### config.mk
export PLATFORM = sky130hd
export DESIGN_NAME = pipe_stage_skid_flat
export DESIGN_NICKNAME = d
export VERILOG_FILES = /design/src/rtl/pipe_stage_skid_if.sv /design/src/rtl/pipe_stage_skid.sv /design/src/flat_wrapper.sv
export SDC_FILE = /design/constraint.sdc
export NUM_CORES = 1
export LEC_CHECK = 0
export CORE_MARGIN = 5
export CORE_UTILIZATION = 40
export CTS_CLUSTER_DIAMETER = 40
export DETAILED_ROUTE_END_ITERATION = 8
export GPL_TIMING_DRIVEN = 0
export PLACE_DENSITY = 0.65
export SYNTH_ARGS = -nofsm -noshare
export SYNTH_HDL_FRONTEND = slang
export SYNTH_SLANG_ARGS = --single-unit
### constraint.sdc
create_clock -name clk -period 3.9 [get_ports clk]
set_input_delay 0.975 -clock clk [delete_from_list [all_inputs] [get_ports clk]]
set_output_delay 0.975 -clock clk [all_outputs]
set_load 0.005 [all_outputs]
### src/rtl/pipe_stage_skid_if.sv
// Handshake bundle for pipe_stage_skid: upstream offer, downstream take,
// flush and occupancy. master = the environment, slave = the stage.
interface pipe_stage_skid_if #(
    parameter int DATA_W = 96,
    parameter int CTRL_W = 11
);
    logic              flush;
    logic              in_valid;
    logic              in_ready;
    logic [DATA_W-1:0] in_data;
    logic [CTRL_W-1:0] in_ctrl;
    logic              out_valid;
    logic              out_ready;
    logic [DATA_W-1:0] out_data;
    logic [CTRL_W-1:0] out_ctrl;
    logic [1:0]        occupancy;

    modport master (
        output flush, in_valid, in_data, in_ctrl, out_ready,
        input  in_ready, out_valid, out_data, out_ctrl, occupancy
    );

    modport slave (
        input  flush, in_valid, in_data, in_ctrl, out_ready,
        output in_ready, out_valid, out_data, out_ctrl, occupancy
    );
endinterface

### src/rtl/pipe_stage_skid.sv
// Two-entry (main + skid) pipeline stage register with valid/ready handshake,
// registered in_ready, synchronous flush and zero-control bubbles.
module pipe_stage_skid #(
    parameter int DATA_W     = 96,
    parameter int CTRL_W     = 11,
    parameter bit CLEAR_DATA = 1'b1
) (
    input  logic               clk,
    input  logic               reset,
    pipe_stage_skid_if.slave   bus
);
    typedef enum logic [1:0] {
        ST_EMPTY = 2'd0,
        ST_ONE   = 2'd1,
        ST_TWO   = 2'd2
    } state_t;

    state_t            r_state;
    logic [DATA_W-1:0] r_main_data;
    logic [CTRL_W-1:0] r_main_ctrl;
    logic [DATA_W-1:0] r_skid_data;
    logic [CTRL_W-1:0] r_skid_ctrl;

    logic w_in_ready;
    logic w_out_valid;
    logic w_in_fire;
    logic w_out_fire;

    assign w_in_ready  = (r_state != ST_TWO);
    assign w_out_valid = (r_state != ST_EMPTY);
    assign w_in_fire   = bus.in_valid & w_in_ready & ~bus.flush;
    assign w_out_fire  = w_out_valid & bus.out_ready;

    assign bus.in_ready  = w_in_ready;
    assign bus.out_valid = w_out_valid;
    assign bus.out_data  = r_main_data;
    assign bus.out_ctrl  = r_main_ctrl;
    assign bus.occupancy = r_state;

    // r_main_ctrl is zeroed on every transition into ST_EMPTY, so out_ctrl
    // is already a clean bubble without any output gating.
    always_ff @(posedge clk or negedge reset) begin
        // NOTE: the payload registers are reset too, so out_data and the skid
        // entry come up as zero instead of X after reset.
        if (!reset) begin
            r_state     <= ST_EMPTY;
            r_main_data <= '0;
            r_main_ctrl <= '0;
            r_skid_data <= '0;
            r_skid_ctrl <= '0;
        end else if (bus.flush) begin
            r_state     <= ST_EMPTY;
            r_main_ctrl <= '0;
            r_skid_ctrl <= '0;
            if (CLEAR_DATA) begin
                r_main_data <= '0;
                r_skid_data <= '0;
            end
        end else begin
            // NOTE: non-blocking assignments throughout, so every branch
            // reads the pre-edge state of main and skid.
            case (r_state)
                ST_EMPTY: begin
                    if (w_in_fire) begin
                        r_state     <= ST_ONE;
                        r_main_data <= bus.in_data;
                        r_main_ctrl <= bus.in_ctrl;
                    end
                end
                ST_ONE: begin
                    if (w_in_fire && w_out_fire) begin
                        r_main_data <= bus.in_data;
                        r_main_ctrl <= bus.in_ctrl;
                    end else if (w_in_fire) begin
                        r_state     <= ST_TWO;
                        r_skid_data <= bus.in_data;
                        r_skid_ctrl <= bus.in_ctrl;
                    end else if (w_out_fire) begin
                        r_state     <= ST_EMPTY;
                        r_main_ctrl <= '0;
                        if (CLEAR_DATA) begin
                            r_main_data <= '0;
                        end
                    end
                end
                ST_TWO: begin
                    if (w_out_fire) begin
                        r_state     <= ST_ONE;
                        r_main_data <= r_skid_data;
                        r_main_ctrl <= r_skid_ctrl;
                        r_skid_ctrl <= '0;
                    end
                end
                default: begin
                    r_state     <= ST_EMPTY;
                    r_main_ctrl <= '0;
                    r_skid_ctrl <= '0;
                end
            endcase
        end
    end
endmodule

### src/flat_wrapper.sv
// flat-port wrapper written by rule: the top's interface ports become plain ports
module pipe_stage_skid_flat 
#(
    parameter int DATA_W     = 96,
    parameter int CTRL_W     = 11,
    parameter bit CLEAR_DATA = 1'b1
)
  (clk, reset, bus_flush, bus_in_valid, bus_in_data, bus_in_ctrl, bus_out_ready, bus_in_ready, bus_out_valid, bus_out_data, bus_out_ctrl, bus_occupancy);
  pipe_stage_skid_if #(.DATA_W(DATA_W), .CTRL_W(CTRL_W)) bus_i ();
  input  logic clk;
  input  logic reset;
  input wire logic [$bits(bus_i.flush)-1:0] bus_flush;
  input wire logic [$bits(bus_i.in_valid)-1:0] bus_in_valid;
  input wire logic [$bits(bus_i.in_data)-1:0] bus_in_data;
  input wire logic [$bits(bus_i.in_ctrl)-1:0] bus_in_ctrl;
  input wire logic [$bits(bus_i.out_ready)-1:0] bus_out_ready;
  output wire logic [$bits(bus_i.in_ready)-1:0] bus_in_ready;
  output wire logic [$bits(bus_i.out_valid)-1:0] bus_out_valid;
  output wire logic [$bits(bus_i.out_data)-1:0] bus_out_data;
  output wire logic [$bits(bus_i.out_ctrl)-1:0] bus_out_ctrl;
  output wire logic [$bits(bus_i.occupancy)-1:0] bus_occupancy;
  assign bus_i.flush = bus_flush;
  assign bus_i.in_valid = bus_in_valid;
  assign bus_i.in_data = bus_in_data;
  assign bus_i.in_ctrl = bus_in_ctrl;
  assign bus_i.out_ready = bus_out_ready;
  assign bus_in_ready = bus_i.in_ready;
  assign bus_out_valid = bus_i.out_valid;
  assign bus_out_data = bus_i.out_data;
  assign bus_out_ctrl = bus_i.out_ctrl;
  assign bus_occupancy = bus_i.occupancy;
  pipe_stage_skid #(.DATA_W(DATA_W), .CTRL_W(CTRL_W), .CLEAR_DATA(CLEAR_DATA)) u_core (.clk(clk), .reset(reset), .bus(bus_i));
endmodule
Yosys cells after proc, flatten, opt, wreduce, memory -nomap -nowiden

Cells that the tools add are included.

Equal/unequal tests: 12
Reduce and logical (&&, ||, !) cells: 11
Multiplexer cells: 27
Bitwise gates (word level): 4

Operators with widths:

| kind               | count |
|---|---|
| $mux 96            | 9 |
| $pmux 96 s3        | 1 |
| $mux 11            | 8 |
| $pmux 11 s3        | 2 |
| $mux 2             | 6 |
| $reduce_and 4->1   | 3 |
| $ne 3x2->1 const B | 3 |
| $ne 4x2->1 const B | 2 |
| $ne 2x2->1 const B | 3 |
| $pmux 2 s3         | 1 |
| $reduce_bool 2->1  | 3 |
| $reduce_and 5->1   | 1 |
| $ne 4x4->1 const B | 1 |
| $reduce_bool 4->1  | 1 |
| $and 1x1->1        | 3 |
| $ne 3x3->1 const B | 1 |
| $reduce_and 3->1   | 1 |
| $eq 2x1->1 const B | 1 |
| $eq 2x2->1 const B | 1 |
| $logic_not 2->1    | 1 |
| $logic_and 1x1->1  | 1 |
| $not 1->1          | 1 |

Output and inout port bits: 111
Word-level logic and storage cells: 59
Input bits: 112
Bits in registers: 216

Logic depth before layout (Yosys ltp)

Gate-level depths: netlist of the first run.

Depth in word-level cells: 7
Gate-level depth with buffers: 10
Depth with buffers taken out: 6

Worst setup path before layout of the first run

No wires, ideal clock.

Path type: in2reg
From: in bus_out_ready
To: reg u_core.r_main_data[0], in the netlist u_core.bus.out_data[0]
Path slack: 1600 ps
Library setup time: 130 ps
Buffers on the path: 3
Data required time: 3770 ps
Arrival: 2170 ps
Stages: 6
Cells stage by stage: buf_2 and2b_1 o221ai_2 buf_2 buf_1 o2bb2ai_1

Cells in the longest elaborated chain, start to end: 5
Elaborated cells between the ends (all ways): 9
Those cells by class: eq/ne (3); mux (3); bitwise (1); reduce/logical (2)

Ends and longest elaborated chain:

| element                | line                  | text |
|---|---|---|
| start: declaration     | flat_wrapper.sv:16    | `input wire logic [$bits(bus_i.out_ready)-1:0] bus_out_ready;` |
| $and 1x1->1 *          | pipe_stage_skid.sv:32 | `assign w_out_fire = w_out_valid & bus.out_ready;` |
| $logic_and 1x1->1      | pipe_stage_skid.sv:71 | `if (w_in_fire && w_out_fire) begin` |
| $mux 96                | pipe_stage_skid.sv:71 |  |
| $pmux 96 s3            | pipe_stage_skid.sv:62 | `case (r_state)` |
| $mux 96                | pipe_stage_skid.sv:51 | `end else if (bus.flush) begin` |
| end signal: assignment | pipe_stage_skid.sv:66 | `r_main_data <= bus.in_data;` |
| end signal: assignment | pipe_stage_skid.sv:72 | `r_main_data <= bus.in_data;` |
| end signal: assignment | pipe_stage_skid.sv:89 | `r_main_data <= r_skid_data;` |
| end: declaration       | pipe_stage_skid.sv:19 | `logic [DATA_W-1:0] r_main_data;` |

Mark *: on every way between the ends. The rest lies on a longest branch, timed or not.
A chain may end at the register's enable or synchronous reset.

Final worst setup path of the first run

From: reg u_core.r_state[0], in the netlist u_core.bus.occupancy[0]
To: out bus_out_valid

Cells in the longest elaborated chain, start to end: 1

Ends and longest elaborated chain:

| element                  | line                  | text |
|---|---|---|
| start: declaration       | pipe_stage_skid.sv:18 | `state_t r_state;` |
| start signal: assignment | pipe_stage_skid.sv:46 | `r_state <= ST_EMPTY;` |
| start signal: assignment | pipe_stage_skid.sv:52 | `r_state <= ST_EMPTY;` |
| start signal: assignment | pipe_stage_skid.sv:65 | `r_state <= ST_ONE;` |
| $reduce_bool 2->1        | pipe_stage_skid.sv:30 | `assign w_out_valid = (r_state != ST_EMPTY);` |
| end: declaration         | flat_wrapper.sv:18    | `output wire logic [$bits(bus_i.out_valid)-1:0] bus_out_valid;` |

Every way passes these cells.

==> run summary, run 1 <==
status -> finished, final reports clean
CTS clock-pin slew for the worst setup and hold paths -> 50 ps
register bit total from synthesis -> 216
worst-path fanout max -> 7
CTS H-Tree Depth -> 2
Die Footprint -> 27,000 sq um
number of fill cells -> 1,938
synthesis-to-layout area growth -> 41.5%
cells after synthesis -> 799
cell taking the most area after synthesis -> dfrtp_1
post-layout minimum cycle time -> 3030 ps
worst slew pin tran -> 841 ps
post-synth net total -> 915
hold path depth -> 1
# setup viols final -> 0
antenna violations before repair -> 1
path depth of the worst reg2reg path -> 8
hold_buf cts -> 0
worst hold slack -> 484 ps
clock root buffer -> clkbuf_16
Rel. slew slack -> 43.7%
Residual DRC -> 0
Data required, critical path -> 2920 ps
Buffers on Ports -> 219
Vias per Instance -> 5.63
grt ovf -> 0
max cap viols -> 0
Final Cell Area -> 13,500 sq um
fin crit share -> 77.6%
first-pass GRT wire length -> 46.0 mm
Multi-input gate area -> 3670 sq um
Setup Skew -> 12.1 ps
DR pass1 iterations -> 5
Startpoint Class -> register
FF/Latch Area -> 5410 sq um
setup bufs post-CTS -> 0
worst path arrival time -> 2050 ps
Antenna Violating Nets Remaining -> 0
hold_sp -> u_core.bus.out_data[87]
Critical R2R Launch -> u_core.bus.occupancy[0]
Detail Placement HPWL -> 19.1 mm
Net Sw Power -> 2.53 mW
VDD IR max -> 0.386 mV
flop2flop setup slack -> 1130 ps
worst setup path startpoint -> u_core.bus.occupancy[0]
Routed WL -> 28.8 mm
Logic pwr share -> 26.3%
Switching Share -> 29.9%
highest clock rate -> 330 MHz
Mapped Area -> 9520 sq um
clock latency on the worst-skew pair -> 510 ps
die width -> 164 um
global placement routability congestion -> 0.804
GRT Total Usage -> 21.3%
unrepaired setup endpoints after global routing -> false
Net count, final -> 1,174
Synth async-reset ratio -> 100%
Synth cell types -> 30
r2r endpoint -> u_core.bus.out_data[61]
most common cell in the netlist -> dfrtp_1
largest net degree at the start of global routing -> 114
Reg power frac -> 33.1%
final hold vios -> 0
Initial Util -> 40.6%
Slew Limit Fails -> 0
top post-synthesis cells by area -> dfrtp_1 (57%), a22o_1 (19%), o2bb2ai_1 (8.9%), a21oi_1 (5.1%), clkbuf_1 (1.9%)
DRT iter0 DRCs -> 544
CP Class -> reg -> out
vias in the first global route -> 8,245
yosys warns -> 0
top cells by count, synth -> dfrtp_1 (216), a22o_1 (203), a21oi_1 (97), o2bb2ai_1 (97), clkbuf_1 (47)
Hold WC Path Type -> reg -> reg
dpl cell area -> 12,100 sq um
Top FF cell, synth -> dfrtp_1
Crit. End Element -> primary output
number of synthesized flops with an enable pin -> 0
routed via count -> 7,927
sequential share of the synthesized area -> 56.8%
worst hold endpoint -> u_core.bus.out_data[87]
Yosys top cell area share -> 56.8%
number of gates resized after cts -> 0
cell leakage power -> 5.92 nW
Util after Layout -> 57.4%
Ports -> 223
Internal Power -> 5.93 mW
CTS buffer count -> 37
wire length per cell -> 20.5 um
die height -> 164 um
Clk network pwr share -> 40.5%
Core ar. -> 23,500 sq um
standard-cell rows -> 56
share of layout cells above drive strength 1 -> 9.84%
CTS Sinks -> 216
Syn Area/Cell -> 11.9 sq um
CTS tree -> yes
pwr dens -> 628 nW/um^2
clk buf depth -> 3
## critical path, stage by stage (launching register included)
cell and delay [ps]:
dfrtp_1 410, inv_1 80, ha_1 200, clkbuf_2 160, inv_2 140, clkdlybuf4s50_1 540
## metrics by stage
stage	TNS (ps)	worst slack, ps	power (mW)	cells
after floorplan	0	1600	3.96	799
after global placement	-1641350	-7620	5.05	1337
after detailed placement	0	833	5.06	1338
after CTS	0	841	8.55	1406
after global routing	0	782	8.90	1406
final	0	872	8.46	1407
## worst max-delay path by stage
| stage | cells after the start | end | slack [ps] |
|---|---|---|---|
| 2_1_floorplan | 6 | u_core.bus.out_data[0] | 1600 |
| 3_3_place_gp | 1 | u_core.bus.out_data[25] | -7620 |
| 3_5_place_dp | 6 | u_core.bus.out_data[94] | 830 |
| 4_1_cts | 5 | bus_out_valid | 840 |
| 5_1_grt | 5 | bus_out_valid | 780 |
| 6_report | 5 | bus_out_valid | 870 |
## layout make-up
class	count	share of cell area (%)
repair buffers	220	16.5
clock inverters	27	2.40
clock buffers	41	7.45
well taps	319	2.96
multi-input cells	481	27.2
inverters	17	0.474
plain buffers	85	2.87
flip-flops and latches	216	40.1
diodes	1	0.0186
## routing by layer
metal	GRT usage [%]	wire, um	vias to the layer above
met5	0	13	-
met3	6.35	2350	42
met4	6.06	573	2
met2	32.1	13000	252
li1	-	-	3664
met1	29.8	13000	3967
## cells by family (layout without fill, tap and decap cells)
group / after synthesis / count (layout) / synth area share [%]
buf+inv: 102 / 390 / 4.73
xor+xnor: 1 / 1 / 0.0920
simple gates: 35 / 35 / 1.60
flops: 216 / 216 / 56.8
other cells: 0 / 1 / 0
fa+ha+maj: 4 / 4 / 0.526
compound gates: 430 / 430 / 35.1
mux: 11 / 11 / 1.16
## sequential cells by signal, indices dropped and copies added, names as in the netlist
signal                count
u_core.bus.occupancy      2
u_core.bus.out_ctrl      11
u_core.bus.out_data      96
u_core.r_skid_ctrl       11
u_core.r_skid_data       96
## power groups by stage
stage / Sequential [mW] / Combinational (mW) / Clock (mW)
final: 2.81 / 2.23 / 3.43
after global routing: 2.85 / 2.44 / 3.60
after CTS: 2.80 / 2.25 / 3.49
after detailed placement: 2.83 / 2.24 / 0
after global placement: 2.84 / 2.22 / 0
after floorplan: 2.82 / 1.14 / 0
## placed cells by master (no fill, tap or decap), types with 2 or more instances in the layout
cell and instances:
inv_6 4, ha_1 4, nor2_1 3, inv_8 2, nor2b_1 3, clkbuf_8 2
mux2i_1 11, a21oi_1 97, bufinv_16 5, nand2_1 25, buf_4 10, inv_1 16
clkinvlp_4 5, buf_1 4, clkdlybuf4s50_1 218, clkbuf_1 47, o2bb2ai_1 97, clkinv_2 7
o21ai_0 13, a22oi_1 11, a31oi_1 2, clkinv_4 3, o21a_1 2, dfrtp_1 216
clkbuf_16 39, a22o_1 203, buf_2 23
Power figures use the tool's default switching activity.
==> run 2: changes to the inputs <==
--- a/config.mk
+++ b/config.mk
@@ -10,7 +10,7 @@
 export CTS_CLUSTER_DIAMETER = 40
 export DETAILED_ROUTE_END_ITERATION = 8
 export GPL_TIMING_DRIVEN = 0
-export PLACE_DENSITY = 0.65
+export PLACE_DENSITY = 0.68
 export SYNTH_ARGS = -nofsm -noshare
 export SYNTH_HDL_FRONTEND = slang
 export SYNTH_SLANG_ARGS = --single-unit
==> constraint.sdc (replaced) <==
create_clock -name clk -period 2.45 [get_ports clk]
set_input_delay 0.6125 -clock clk [delete_from_list [all_inputs] [get_ports clk]]
set_output_delay 0.6125 -clock clk [all_outputs]
set_load 0.005 [all_outputs]
==> run summary, run 2 (synthesized netlist as in run 1, its figures left out) <==
DRT iter0 DRCs -> 533
GR Util met3 -> 6.50%
CTS tree -> yes
number of fill cells -> 1,954
Initial Util -> 40.6%
Die Footprint -> 27,000 sq um
Setup crit end -> u_core.bus.out_data[4]
Slew Limit Fails -> 0
Detail Placement HPWL -> 19.0 mm
wire length per cell -> 20.3 um
CTS buffer count -> 34
first-pass GRT wire length -> 45.7 mm
global placement routability congestion -> 0.811
final hold vios -> 0
fin crit share -> 93.4%
grt met1 use -> 28.9%
pwr dens -> 962 nW/um^2
status -> finished, final reports clean
standard-cell rows -> 56
Ports -> 223
Buffers on Ports -> 219
met2 Use GR -> 32.2%
r2r endpoint -> u_core.bus.out_data[4]
CP Class -> reg -> reg
Residual DRC -> 0
clk buf depth -> 3
share of layout cells above drive strength 1 -> 11.8%
worst-path fanout max -> 10
antenna violations before repair -> 1
Critical R2R Launch -> u_core.bus.occupancy[1]
GRT Total Usage -> 21.1%
Net count, final -> 1,175
Data required, critical path -> 2850 ps
Startpoint Class -> register
Vias per Instance -> 5.65
DR pass1 iterations -> 5
max cap viols -> 0
highest clock rate -> 437 MHz
worst setup path startpoint -> u_core.bus.occupancy[1]
vias in the first global route -> 8,364
worst path arrival time -> 2690 ps
Setup Skew -> 12.8 ps
flop2flop setup slack -> 160 ps
CTS H-Tree Depth -> 2
largest net degree at the start of global routing -> 96
post-layout minimum cycle time -> 2290 ps
commonest non-fill, non-tap cells in the layout -> clkdlybuf4s50_1 (216), dfrtp_1 (216), a22o_1 (203)
routed via count -> 7,939
# setup viols final -> 0
synthesis-to-layout area growth -> 41.7%
Rel. slew slack -> 62.4%
Final TNS setup -> 0 ps
grt ovf -> 0
Total Power -> 13.0 mW
Core ar. -> 23,500 sq um
die height -> 164 um
GR peak layer -> met2
path depth of the worst reg2reg path -> 9
clock latency on the worst-skew pair -> 490 ps
die width -> 164 um
Routed WL -> 28.5 mm
CTS clock-pin slew for the worst setup and hold paths -> 50 ps
unrepaired setup endpoints after global routing -> false
Crit. End Element -> register
Antenna Violating Nets Remaining -> 0
clock root buffer -> clkbuf_16
cell leakage power -> 5.92 nW
CTS Sinks -> 216
worst slew pin tran -> 564 ps
Hold WC Path Type -> reg -> reg
VDD IR max -> 0.446 mV
-- run 2: cell types whose count changed in the layout (fill, tap and decap cells not counted), sizes merged --
cell,delta
clkinv,-6
buf,-2
bufinv,-2
clkdlybuf4s50,-2
dlymetal6s2s,+2
dlygate4sd3,+1
clkbuf,+5
diode,+1
-- run 2: area by class of cell --
type	count	area (sq um)	area share, %
Clock inverter	19	214	1.59
Clock buffer	41	938	6.96
Timing Repair Buffer	226	2300	17.0
Antenna cell	2	5.00	0.0371
Inverter	17	66.3	0.492
Buffer	83	414	3.07
Sequential cell	216	5410	40.1
Tap cell	319	399	2.96
Multi-Input combinational cell	481	3750	27.8
-- run 2: worst min path at each step --
stage	from	end	slack [ps]	depth (start not counted)
6_report	u_core.bus.out_data[79]	u_core.bus.out_data[79]	490	1
5_1_grt	u_core.bus.out_data[70]	u_core.bus.out_data[70]	510	1
4_1_cts	u_core.bus.out_data[10]	u_core.bus.out_data[10]	490	1
3_5_place_dp	u_core.bus.out_data[17]	u_core.bus.out_data[17]	470	1
3_3_place_gp	u_core.bus.out_data[84]	u_core.bus.out_data[84]	470	1
2_1_floorplan	reset	u_core.bus.occupancy[0]	320	0
-- run 2: report_power, final --
group | leakage (nW) | switching, mW | internal, mW
Sequential | 2.96 | 0.339 | 4.13
Clock | 0.556 | 1.77 | 3.08
Combinational | 2.41 | 1.81 | 1.85
Total | 5.92 | 3.92 | 9.06
-- run 2: critical path: stages, from the launching register on --
cell	delay, ps
dfrtp_1	420
inv_2	110
ha_2	260
nor2b_2	230
and4_1	210
buf_2	220
buf_4	230
clkbuf_4	230
a21oi_1	90
o2bb2ai_1	190
-- run 2: metal layers --
layer  share of wire [%]  wire, um
met2                  44     12700
met5               0.039        11
met3                 8.7      2470
met4                 2.5       701
met1                  44     12600
-- run 2: what timing repair did --
action | CTS | global route
hold endpoints to repair | 9 | 0
resized for setup | 14 | 37
setup endpoints to repair | 201 | 164
pin swaps | 1 | 1
hold buffers | 1 | 0
buffers inserted | 4 | 0
-- run 2: per-stage QoR --
step           util (%)  hold slack [ps]  setup slack, ps  cells  area (sq um)
3_3_place_gp       51.6              470            -8710   1337         12100
3_5_place_dp       51.9              473             -378   1339         12200
6_report           57.5              487              163   1404         13500
2_1_floorplan         -              317              469    799          9520
5_1_grt            57.4              506             19.2   1402         13500
4_1_cts            57.1              490            -29.6   1402         13400
